<file path="src/rtl/jtframe_debug_keys_pkg.sv">
// Shared types, scan-code constants and key decode helpers for the
// debug-overlay keyboard front-end (PS/2 set-2 scan codes).
package jtframe_debug_keys_pkg;

    // Decoder state: where we are inside a multi-byte scan-code sequence
    typedef enum logic [2:0] {
        IDLE,
        EXT,
        BRK,
        EXTBRK,
        PAUSE
    } state_e;

    // Prefix bytes
    localparam logic [7:0] SC_E0 = 8'hE0;
    localparam logic [7:0] SC_F0 = 8'hF0;
    localparam logic [7:0] SC_E1 = 8'hE1;

    // Keyboard-to-host protocol bytes that are never key codes
    localparam logic [7:0] SC_BAT    = 8'hAA;
    localparam logic [7:0] SC_ACK    = 8'hFA;
    localparam logic [7:0] SC_RESEND = 8'hFE;
    localparam logic [7:0] SC_ECHO   = 8'hEE;
    localparam logic [7:0] SC_ERR0   = 8'h00;
    localparam logic [7:0] SC_ERR1   = 8'hFF;

    // Mapped keys
    localparam logic [7:0] SC_LSHIFT   = 8'h12;
    localparam logic [7:0] SC_RSHIFT   = 8'h59;
    localparam logic [7:0] SC_CTRL     = 8'h14;
    localparam logic [7:0] SC_KP_PLUS  = 8'h79;
    localparam logic [7:0] SC_EQUALS   = 8'h55;
    localparam logic [7:0] SC_KP_MINUS = 8'h7B;
    localparam logic [7:0] SC_DASH     = 8'h4E;
    localparam logic [7:0] SC_F12      = 8'h07;
    localparam logic [7:0] SC_F1       = 8'h05;
    localparam logic [7:0] SC_F2       = 8'h06;
    localparam logic [7:0] SC_F3       = 8'h04;
    localparam logic [7:0] SC_F4       = 8'h0C;

    // Keys 1..8 on the main row
    localparam logic [7:0] DIGIT_CODES [8] = '{
        8'h16, 8'h1E, 8'h26, 8'h25,
        8'h2E, 8'h36, 8'h3D, 8'h3E
    };

    // Bytes still to be swallowed after E1 (Pause is 8 bytes long)
    localparam logic [2:0] PAUSE_SKIP = 3'd7;

    // Bit positions in the internal key-state vector
    localparam int K_LSHIFT   = 0;
    localparam int K_RSHIFT   = 1;
    localparam int K_LCTRL    = 2;
    localparam int K_RCTRL    = 3;
    localparam int K_KP_PLUS  = 4;
    localparam int K_EQUALS   = 5;
    localparam int K_KP_MINUS = 6;
    localparam int K_DASH     = 7;
    localparam int K_F12      = 8;
    localparam int K_F1       = 9;
    localparam int K_F4       = 12;
    localparam int K_D1       = 13;
    localparam int K_D8       = 20;
    localparam int NKEYS      = 21;

    // Protocol bytes that must not be treated as key makes
    function automatic logic is_ignored(input logic [7:0] code);
        is_ignored = (code == SC_BAT)    || (code == SC_ACK)  ||
                     (code == SC_RESEND) || (code == SC_ECHO) ||
                     (code == SC_ERR0)   || (code == SC_ERR1);
    endfunction

    // One-hot (or zero) mask of the key addressed by a code.
    // Extended codes only map right ctrl; E0 12 / E0 59 are the
    // fake shifts emitted around cursor keys and must be dropped.
    function automatic logic [NKEYS-1:0] key_mask(
        input logic [7:0] code,
        input logic       ext
    );
        key_mask = '0;
        if (ext) begin
            if (code == SC_CTRL) key_mask[K_RCTRL] = 1'b1;
        end else begin
            case (code)
                SC_LSHIFT:   key_mask[K_LSHIFT]   = 1'b1;
                SC_RSHIFT:   key_mask[K_RSHIFT]   = 1'b1;
                SC_CTRL:     key_mask[K_LCTRL]    = 1'b1;
                SC_KP_PLUS:  key_mask[K_KP_PLUS]  = 1'b1;
                SC_EQUALS:   key_mask[K_EQUALS]   = 1'b1;
                SC_KP_MINUS: key_mask[K_KP_MINUS] = 1'b1;
                SC_DASH:     key_mask[K_DASH]     = 1'b1;
                SC_F12:      key_mask[K_F12]      = 1'b1;
                SC_F1:       key_mask[K_F1]       = 1'b1;
                SC_F2:       key_mask[K_F1+1]     = 1'b1;
                SC_F3:       key_mask[K_F1+2]     = 1'b1;
                SC_F4:       key_mask[K_F4]       = 1'b1;
                default: begin
                    for (int i = 0; i < 8; i++) begin
                        if (code == DIGIT_CODES[i])
                            key_mask[K_D1+i] = 1'b1;
                    end
                end
            endcase
        end
    endfunction

endpackage

</file>
<file path="src/rtl/jtframe_debug_keys.sv">
// PS/2 set-2 byte stream to held debug key levels (make/break, E0, E1).
// Ports: clk, rst_n, ps2_valid/ps2_code in, flush in; key levels out.
import jtframe_debug_keys_pkg::*;

module jtframe_debug_keys #(
    parameter int TOW = 16
) (
    input  logic       clk,
    input  logic       rst_n,
    input  logic       ps2_valid,
    input  logic [7:0] ps2_code,
    input  logic       flush,
    output logic       shift,
    output logic       ctrl,
    output logic       debug_plus,
    output logic       debug_minus,
    output logic       debug_rst,
    output logic [3:0] key_gfx,
    output logic [7:0] key_digit
);

    state_e           state_q, state_d;
    logic [2:0]       skip_q, skip_d;
    logic [TOW-1:0]   tmo_q, tmo_d;
    logic [NKEYS-1:0] keys_q, keys_d;

    logic             make_en;
    logic             brk_en;
    logic             ext_sel;
    logic             byte_en;
    logic             tmo_hit;

    // A flush swallows any byte strobed in the same cycle
    assign byte_en = ps2_valid && !flush;
    assign tmo_hit = (state_q != IDLE) && (tmo_q == '1);

    always_ff @(posedge clk or negedge rst_n) begin
        if (!rst_n) begin
            state_q <= IDLE;
            skip_q  <= '0;
            tmo_q   <= '0;
        end else begin
            state_q <= state_d;
            skip_q  <= skip_d;
            tmo_q   <= tmo_d;
        end
    end

    always_comb begin
        state_d = state_q;
        skip_d  = skip_q;
        if (flush) begin
            state_d = IDLE;
            skip_d  = '0;
        end else if (ps2_valid) begin
            unique case (state_q)
                IDLE: begin
                    unique case (1'b1)
                        (ps2_code == SC_E0): state_d = EXT;
                        (ps2_code == SC_F0): state_d = BRK;
                        (ps2_code == SC_E1): begin
                            state_d = PAUSE;
                            skip_d  = PAUSE_SKIP;
                        end
                        default: state_d = IDLE;
                    endcase
                end
                EXT: begin
                    unique case (1'b1)
                        (ps2_code == SC_F0): state_d = EXTBRK;
                        (ps2_code == SC_E0): state_d = EXT;
                        default:             state_d = IDLE;
                    endcase
                end
                BRK, EXTBRK: state_d = IDLE;
                PAUSE: begin
                    if (skip_q <= 3'd1) begin
                        state_d = IDLE;
                        skip_d  = '0;
                    end else begin
                        skip_d  = skip_q - 3'd1;
                    end
                end
                default: state_d = IDLE;
            endcase
        end else if (tmo_hit) begin
            // Stale prefix: abandon the sequence, keep key levels
            state_d = IDLE;
            skip_d  = '0;
        end
    end

    // Idle-time counter; only runs while a sequence is pending
    always_comb begin
        tmo_d = tmo_q;
        if (ps2_valid || flush || state_q == IDLE)
            tmo_d = '0;
        else if (tmo_q != '1)
            tmo_d = tmo_q + 1'b1;
    end

    always_comb begin
        make_en = 1'b0;
        brk_en  = 1'b0;
        ext_sel = 1'b0;
        if (byte_en) begin
            unique case (state_q)
                IDLE: begin
                    make_en = (ps2_code != SC_E0) &&
                              (ps2_code != SC_F0) &&
                              (ps2_code != SC_E1) &&
                              !is_ignored(ps2_code);
                end
                EXT: begin
                    make_en = (ps2_code != SC_F0) &&
                              (ps2_code != SC_E0);
                    ext_sel = 1'b1;
                end
                BRK: brk_en = 1'b1;
                EXTBRK: begin
                    brk_en  = 1'b1;
                    ext_sel = 1'b1;
                end
                default: ;
            endcase
        end
    end

    // Repeated makes OR in an already-set bit, so typematic
    // repeat never drops a level
    always_comb begin
        logic [NKEYS-1:0] mask;
        mask   = key_mask(ps2_code, ext_sel);
        keys_d = keys_q;
        if (flush)
            keys_d = '0;
        else if (make_en)
            keys_d = keys_q | mask;
        else if (brk_en)
            keys_d = keys_q & ~mask;
    end

    always_ff @(posedge clk or negedge rst_n) begin
        if (!rst_n)
            keys_q <= '0;
        else
            keys_q <= keys_d;
    end

    assign shift       = keys_q[K_LSHIFT] | keys_q[K_RSHIFT];
    assign ctrl        = keys_q[K_LCTRL]  | keys_q[K_RCTRL];
    assign debug_plus  = keys_q[K_KP_PLUS]  | keys_q[K_EQUALS];
    assign debug_minus = keys_q[K_KP_MINUS] | keys_q[K_DASH];
    assign debug_rst   = keys_q[K_F12];
    assign key_gfx     = keys_q[K_F4:K_F1];
    assign key_digit   = keys_q[K_D8:K_D1];

endmodule

</file>
<file path="config.mk">
export PLATFORM = sky130hd
export DESIGN_NAME = jtframe_debug_keys
export DESIGN_NICKNAME = d
export VERILOG_FILES = /design/src/rtl/jtframe_debug_keys_pkg.sv /design/src/rtl/jtframe_debug_keys.sv
export SDC_FILE = /design/constraint.sdc
export NUM_CORES = 1
export LEC_CHECK = 0
export CELL_PAD_IN_SITES_DETAIL_PLACEMENT = 0
export CELL_PAD_IN_SITES_GLOBAL_PLACEMENT = 1
export CORE_ASPECT_RATIO = 0.5
export CORE_MARGIN = 2
export CORE_UTILIZATION = 43
export DETAILED_ROUTE_END_ITERATION = 16
export HOLD_SLACK_MARGIN = 0.08
export PLACE_DENSITY = 0.87
export SYNTH_ARGS = -nofsm -noshare
export SYNTH_HDL_FRONTEND = slang
export SYNTH_SLANG_ARGS = --single-unit
</file>
<file path="constraint.sdc">
create_clock -name clk -period 2.3 [get_ports clk]
set_input_delay 0.23 -clock clk [delete_from_list [all_inputs] [get_ports clk]]
set_output_delay 0.23 -clock clk [all_outputs]
set_load 0.03 [all_outputs]
</file>
After elaboration in Yosys (flattened, before gate mapping)

Index checks and enable logic that the tools add are counted.
W data, S select, Z words.

Output and inout bits: 17
Word-level logic and storage cells: 126
Register bits: 43

$add $sub $neg: 2
Order comparisons: 1
Bitwise logic cells: 7
Equality and inequality tests: 40
Reductions and logical operators: 25
Mux-type cells: 47

Operators with widths:

| operator                | count |
|---|---|
| $eq A8 B8 Y1 const B    | 8 |
| $mux W21                | 3 |
| $eq A8 B6 Y1 const B    | 6 |
| $eq A8 B7 Y1 const B    | 5 |
| $eq A8 B3 Y1 const B    | 4 |
| $eq A8 B5 Y1 const B    | 4 |
| $mux W16                | 2 |
| $mux W3                 | 9 |
| $mux W1                 | 26 |
| $ne A8 B8 Y1 const B    | 3 |
| $and A21 B21 Y21        | 1 |
| $not A21 Y21            | 1 |
| $or A21 B21 Y21         | 1 |
| $pmux W3 S3             | 2 |
| $mux W17                | 1 |
| $add A16 B1 Y16 const B | 1 |
| $eq A16 B16 Y1 const B  | 1 |
| $ne A16 B16 Y1 const B  | 1 |
| $reduce_or A12 Y1       | 1 |
| $reduce_bool A3 Y1      | 3 |
| $eq A8 B4 Y1 const B    | 1 |
| $logic_not A8 Y1        | 1 |
| $mux W8                 | 1 |
| $ne A4 B4 Y1 const B    | 2 |
| 18 further kinds        | 34 |

Depth between registers and ports, before layout

Word-level depth: 12
Gate-level depth with buffers: 8
Depth with buffers taken out: 7

Worst setup path after synthesis

OpenSTA, ideal clock, no wires.

Kind: reg2reg
Start: register tmo_q[0]
End: register state_q[0]
Slack: 0.453 ns
Data arrival time: 1.726 ns
Period minus slack after synthesis: 1.847 ns
Data required time: 2.179 ns
Cell stages (with the launch flop): 8
Path through: dfrtp_1 -> ha_1 -> and3_1 -> and4_1 -> a211oi_1 -> o21bai_1 -> nor2_1 -> o22a_1

Cells in the longest elaborated chain, start to end: 4

RTL lines:

| item                         | RTL line                 | RTL |
|---|---|---|
| from (decl)                  | jtframe_debug_keys.sv:24 | `logic [TOW-1:0] tmo_q, tmo_d;` |
| from (signal assigned)       | jtframe_debug_keys.sv:45 | `tmo_q <= tmo_d;` |
| $eq A16 B16 Y1               | jtframe_debug_keys.sv:35 | `assign tmo_hit = (state_q != IDLE) && (tmo_q == '1);` |
| $logic_and A1 B1 Y1          | jtframe_debug_keys.sv:35 |  |
| $reduce_bool A3 Y1 (no line) | --                       |  |
| $reduce_and A2 Y1 (no line)  | --                       |  |
| to (signal assigned)         | jtframe_debug_keys.sv:43 | `state_q <= state_d;` |
| to (decl)                    | jtframe_debug_keys.sv:22 | `state_e state_q, state_d;` |

No other way between the ends.
A chain may end at the register's enable or synchronous reset.

Worst setup path after layout

Start: register tmo_q[0]
End: register tmo_q[9]

Cells in the longest elaborated chain, start to end: 3
Elaborated cells on any way between the ends: 5
Those cells by class: add/sub (1); eq/ne (1); mux (2); reduce/logical (1)

RTL lines:

| item            | RTL line                 | RTL |
|---|---|---|
| $add A16 B1 Y16 | jtframe_debug_keys.sv:99 | `tmo_d = tmo_q + 1'b1;` |
| $mux W16        | jtframe_debug_keys.sv:98 | `else if (tmo_q != '1)` |
| $mux W16        | jtframe_debug_keys.sv:96 | `if (ps2_valid \|\| flush \|\| state_q == IDLE)` |

Parallel ways exist; a longest one is shown, timed or not. The select of a mux whose other input is x is not followed.

==> summary.txt <==
Run status
  – Status: finished clean

Pwr
  – Leak Pwr: ~1.3 nW
  – P_sw: roughly 0.42 mW
  – Internal Power: 1.30 mW
  – Worst vdd ir: around 0.33 mV
  – Pwr dens: 534 nW/um^2
  – Switching share of total power: 24.5%
  – Share of power burned in registers: between 40% and 50%
  – Combinational power share: 11.4%
  – Clk pwr share: between 40% and 50%

Job
  – Total of max-cap violations: 0

Cells and area
  – Fraction of final layout cells sized beyond drive strength 1: 14.7%
  – Cell area after layout: 3230 sq um
  – Most frequent cells in the layout: dfrtp_1, nand2_1, clkdlybuf4s50_1
  – Most common cell after layout, fill and taps aside: dfrtp_1
  – Final Non-Filler Cells: approximately 430
  – Area delta synth->final: 21.7%
  – NumNets Final: 354
  – N_diodes: 0

CTS
  – CTS tree: yes
  – Post-cts gate resize count: 0
  – CTS Root Cell: clkbuf_16
  – Hold buffer count at cts: 0
  – CTS clk-pin slew, worst paths: ~0.060 ns
  – CTS Buffer Depth: 2
  – H-tree levels: 2
  – Worst skew pair latency: 0.28 ns
  – Number of CTS-inserted buffers: 5
  – Clk sinks: 43
  – # Post-CTS Setup Buffers: 0

Placement
  – Hpwl dp: about 4.7 mm
  – IO Port Bufs: 28
  – Pre-CTS setup slack: -0.0226 ns
  – Final estimated routing congestion in global placement: between 0.9 and 1
  – DP Cell Count: 420
  – DP Area: 3070 sq um

Synthesis
  – FF+latch count, synth: 43
  – Syn Std Cell Area: ~2700 sq um
  – Synth cell types: 51
  – Async S/R FF share, synth: 100%
  – Post-Synthesis Net Count: 319
  – Gate Count Post-Synth: 304
  – Ys Warns: 0
  – EDFF count, synth: 0
  – Sequential share of the synthesized area: ~40%
  – Synth Flop Type: dfrtp_1
  – Mean area per synthesized cell: between 8 and 9 sq um

Worst setup path
  – Critical Path AT: 2.21 ns
  – WP buf/inv: 0
  – Crit-path max FO: 11
  – Worst R2R End: tmo_q[9]
  – Worst EP required: 2.45 ns
  – Worst setup SP type: flop
  – Crit path cell chain: ha_1, and3_1, nand3_1, or3_1, nand4_1, xor2_1, nor2_1
  – R2R Setup Slk: 0.24 ns
  – CP Capture Point: tmo_q[9]
  – CP max stage delay: between 0.5 and 0.6 ns
  – Crit path kind: flop to flop
  – Cell count of the worst reg-to-reg path: 7
  – Critical path's slowest cell: or3_1
  – CP startpoint: tmo_q[0]
  – WP depth: 7
  – CP Capture Type: flop
  – Family with the most delay on the worst path: simple AND/OR/NAND/NOR gates
  – R2R Path Start: tmo_q[0]

Timing
  – Endpoints failing hold: 0
  – # setup viols final: 0
  – Worst-margin pin slew: 0.978 ns
  – F_max: 0.486 GHz
  – Hold_ws: roughly 0.1 ns
  – Final period util: 89.5%
  – Slew HR: 34.8%
  – Slew Limit Fails: 0
  – RSZ-0062 raised after global routing: false
  – Final min period: ~2.1 ns
  – Worst Skew: 0.00597 ns
  – Setup ws final: 0.242 ns
  – Final setup TNS: 0 ns

GRT
  – Tot GR Track Use: 20.5%
  – Pin count of the biggest net entering global routing: 44
  – Total grt overflow: 0
  – First-pass GRT wire length: between 10 and 15 mm
  – Initial antenna violation count: 0
  – Vias in the first global route: approximately 2300

Die
  – Die height: between 50 and 60 microns
  – Initial core utilization: 44.1%
  – Core Rows: 20
  – Core area: 6030 sq um
  – I/O pins: 29
  – Die area: 6860 sq um
  – Die width: about 120 microns

Route
  – Drt wl/cell: ~15 microns
  – DRC: 0
  – Total number of vias: roughly 2400
  – Antenna Violating Nets Remaining: 0
  – Starting DRT DRC Count: roughly 160
  – Drt total wl: about 6.4 mm
  – Drt via density: approximately 5.6
  – Router iterations before antenna repair: 4

Worst hold path
  – Hold Path Class: input port to asynchronous set/reset pin
## power by group through the flow
stage | sequential (mW) | clock (mW) | combinational (mW)
floorplan | 0.784 | 0 | 0.106
detailed placement | 0.785 | 0 | 0.195
CTS | 0.771 | 0.768 | 0.197
finish | 0.771 | 0.758 | 0.196
global placement | 0.785 | 0 | 0.189
global route | 0.772 | 0.806 | 0.217
## how the worst min path moves through the flow
stage | endpoint | slack (ns) | cells after the start
final | tmo_q[10] | 0.10 | 1
after global routing | tmo_q[10] | 0.20 | 1
after CTS | tmo_q[8] | 0.16 | 1
after detailed placement | tmo_q[8] | 0.46 | 1
after global placement | tmo_q[9] | 0.43 | 1
after floorplan | keys_q[0] | -0.07 | 0
## through the flow
stage | power (mW) | util, %
floorplan | 0.890 | -
global placement | 0.974 | 51.0
detailed placement | 0.980 | 51.0
CTS | 1.74 | 53.6
global route | 1.80 | 53.6
finish | 1.73 | 53.6
## cell type report
class | count | area (sq um)
Fill cell | 552 | 2800
Multi-Input combinational cell | 230 | 1400
Clock inverter | 1 | 7.51
Inverter | 5 | 18.8
Clock buffer | 7 | 153
Sequential cell | 43 | 1080
Tap cell | 88 | 110
Timing Repair Buffer | 54 | 470
## per-layer routing
layer  vias to the layer above  track usage (%)  part of all wire, %
met5                         -                0                    0
met4                         0             4.99                 0.88
met3                         4             4.29                  5.9
met2                        69             35.0                   47
met1                      1147             27.2                   46
li1                       1159                -                    -
## flip-flops by register name (all words and copies together) (netlist names)
signal / flops
keys_q: 21
tmo_q: 16
skip_q: 3
state_q: 3
## cell usage after synthesis (3+ instances only)
library cell / count / share of area, %
or4_1: 3 / 0.85
or2_2: 4 / 0.94
nand4_1: 7 / 1.6
buf_4: 13 / 3.7
inv_1: 5 / 0.71
ha_1: 3 / 1.4
clkbuf_1: 7 / 0.99
dfrtp_1: 43 / 40
nor4_1: 3 / 0.71
a31oi_1: 3 / 0.71
o22ai_2: 4 / 1.9
nand2_1: 39 / 5.5
o311ai_0: 5 / 1.6
nand3_1: 17 / 3.2
a21oi_1: 7 / 1.3
o21ai_0: 16 / 3.0
nor2_1: 25 / 3.5
buf_2: 3 / 0.56
nor3_1: 12 / 2.3
nand2b_1: 5 / 1.2
nor2b_1: 6 / 1.4
o211ai_1: 8 / 2.3
or3_1: 3 / 0.71
and4_1: 4 / 1.3
and2_1: 3 / 0.71
and3_1: 4 / 0.94
o21ai_1: 9 / 1.7
xor2_1: 8 / 2.6
xnor2_1: 5 / 1.6
## worst register-to-register path, delay by kind of cell (launching register included)
kind                       cells  cell delay [ns]
xor gates and xnor gates       1             0.17
adders and majority gates      1             0.18
DFF                            1             0.39
and+or+nand+nor                5             1.19
## logic make-up after synthesis
kind of cell | after synthesis | share of synthesized area [%]
buffers and inverters | 31 | 6.92
AND/OR/NAND/NOR | 144 | 27.8
adder cells (fa/ha/maj) | 3 | 1.41
flip-flops | 43 | 40.5
AO/OA/AOI/OAI | 70 | 19.1
XOR/XNOR | 13 | 4.28
(Power assumes the default switching activity.)
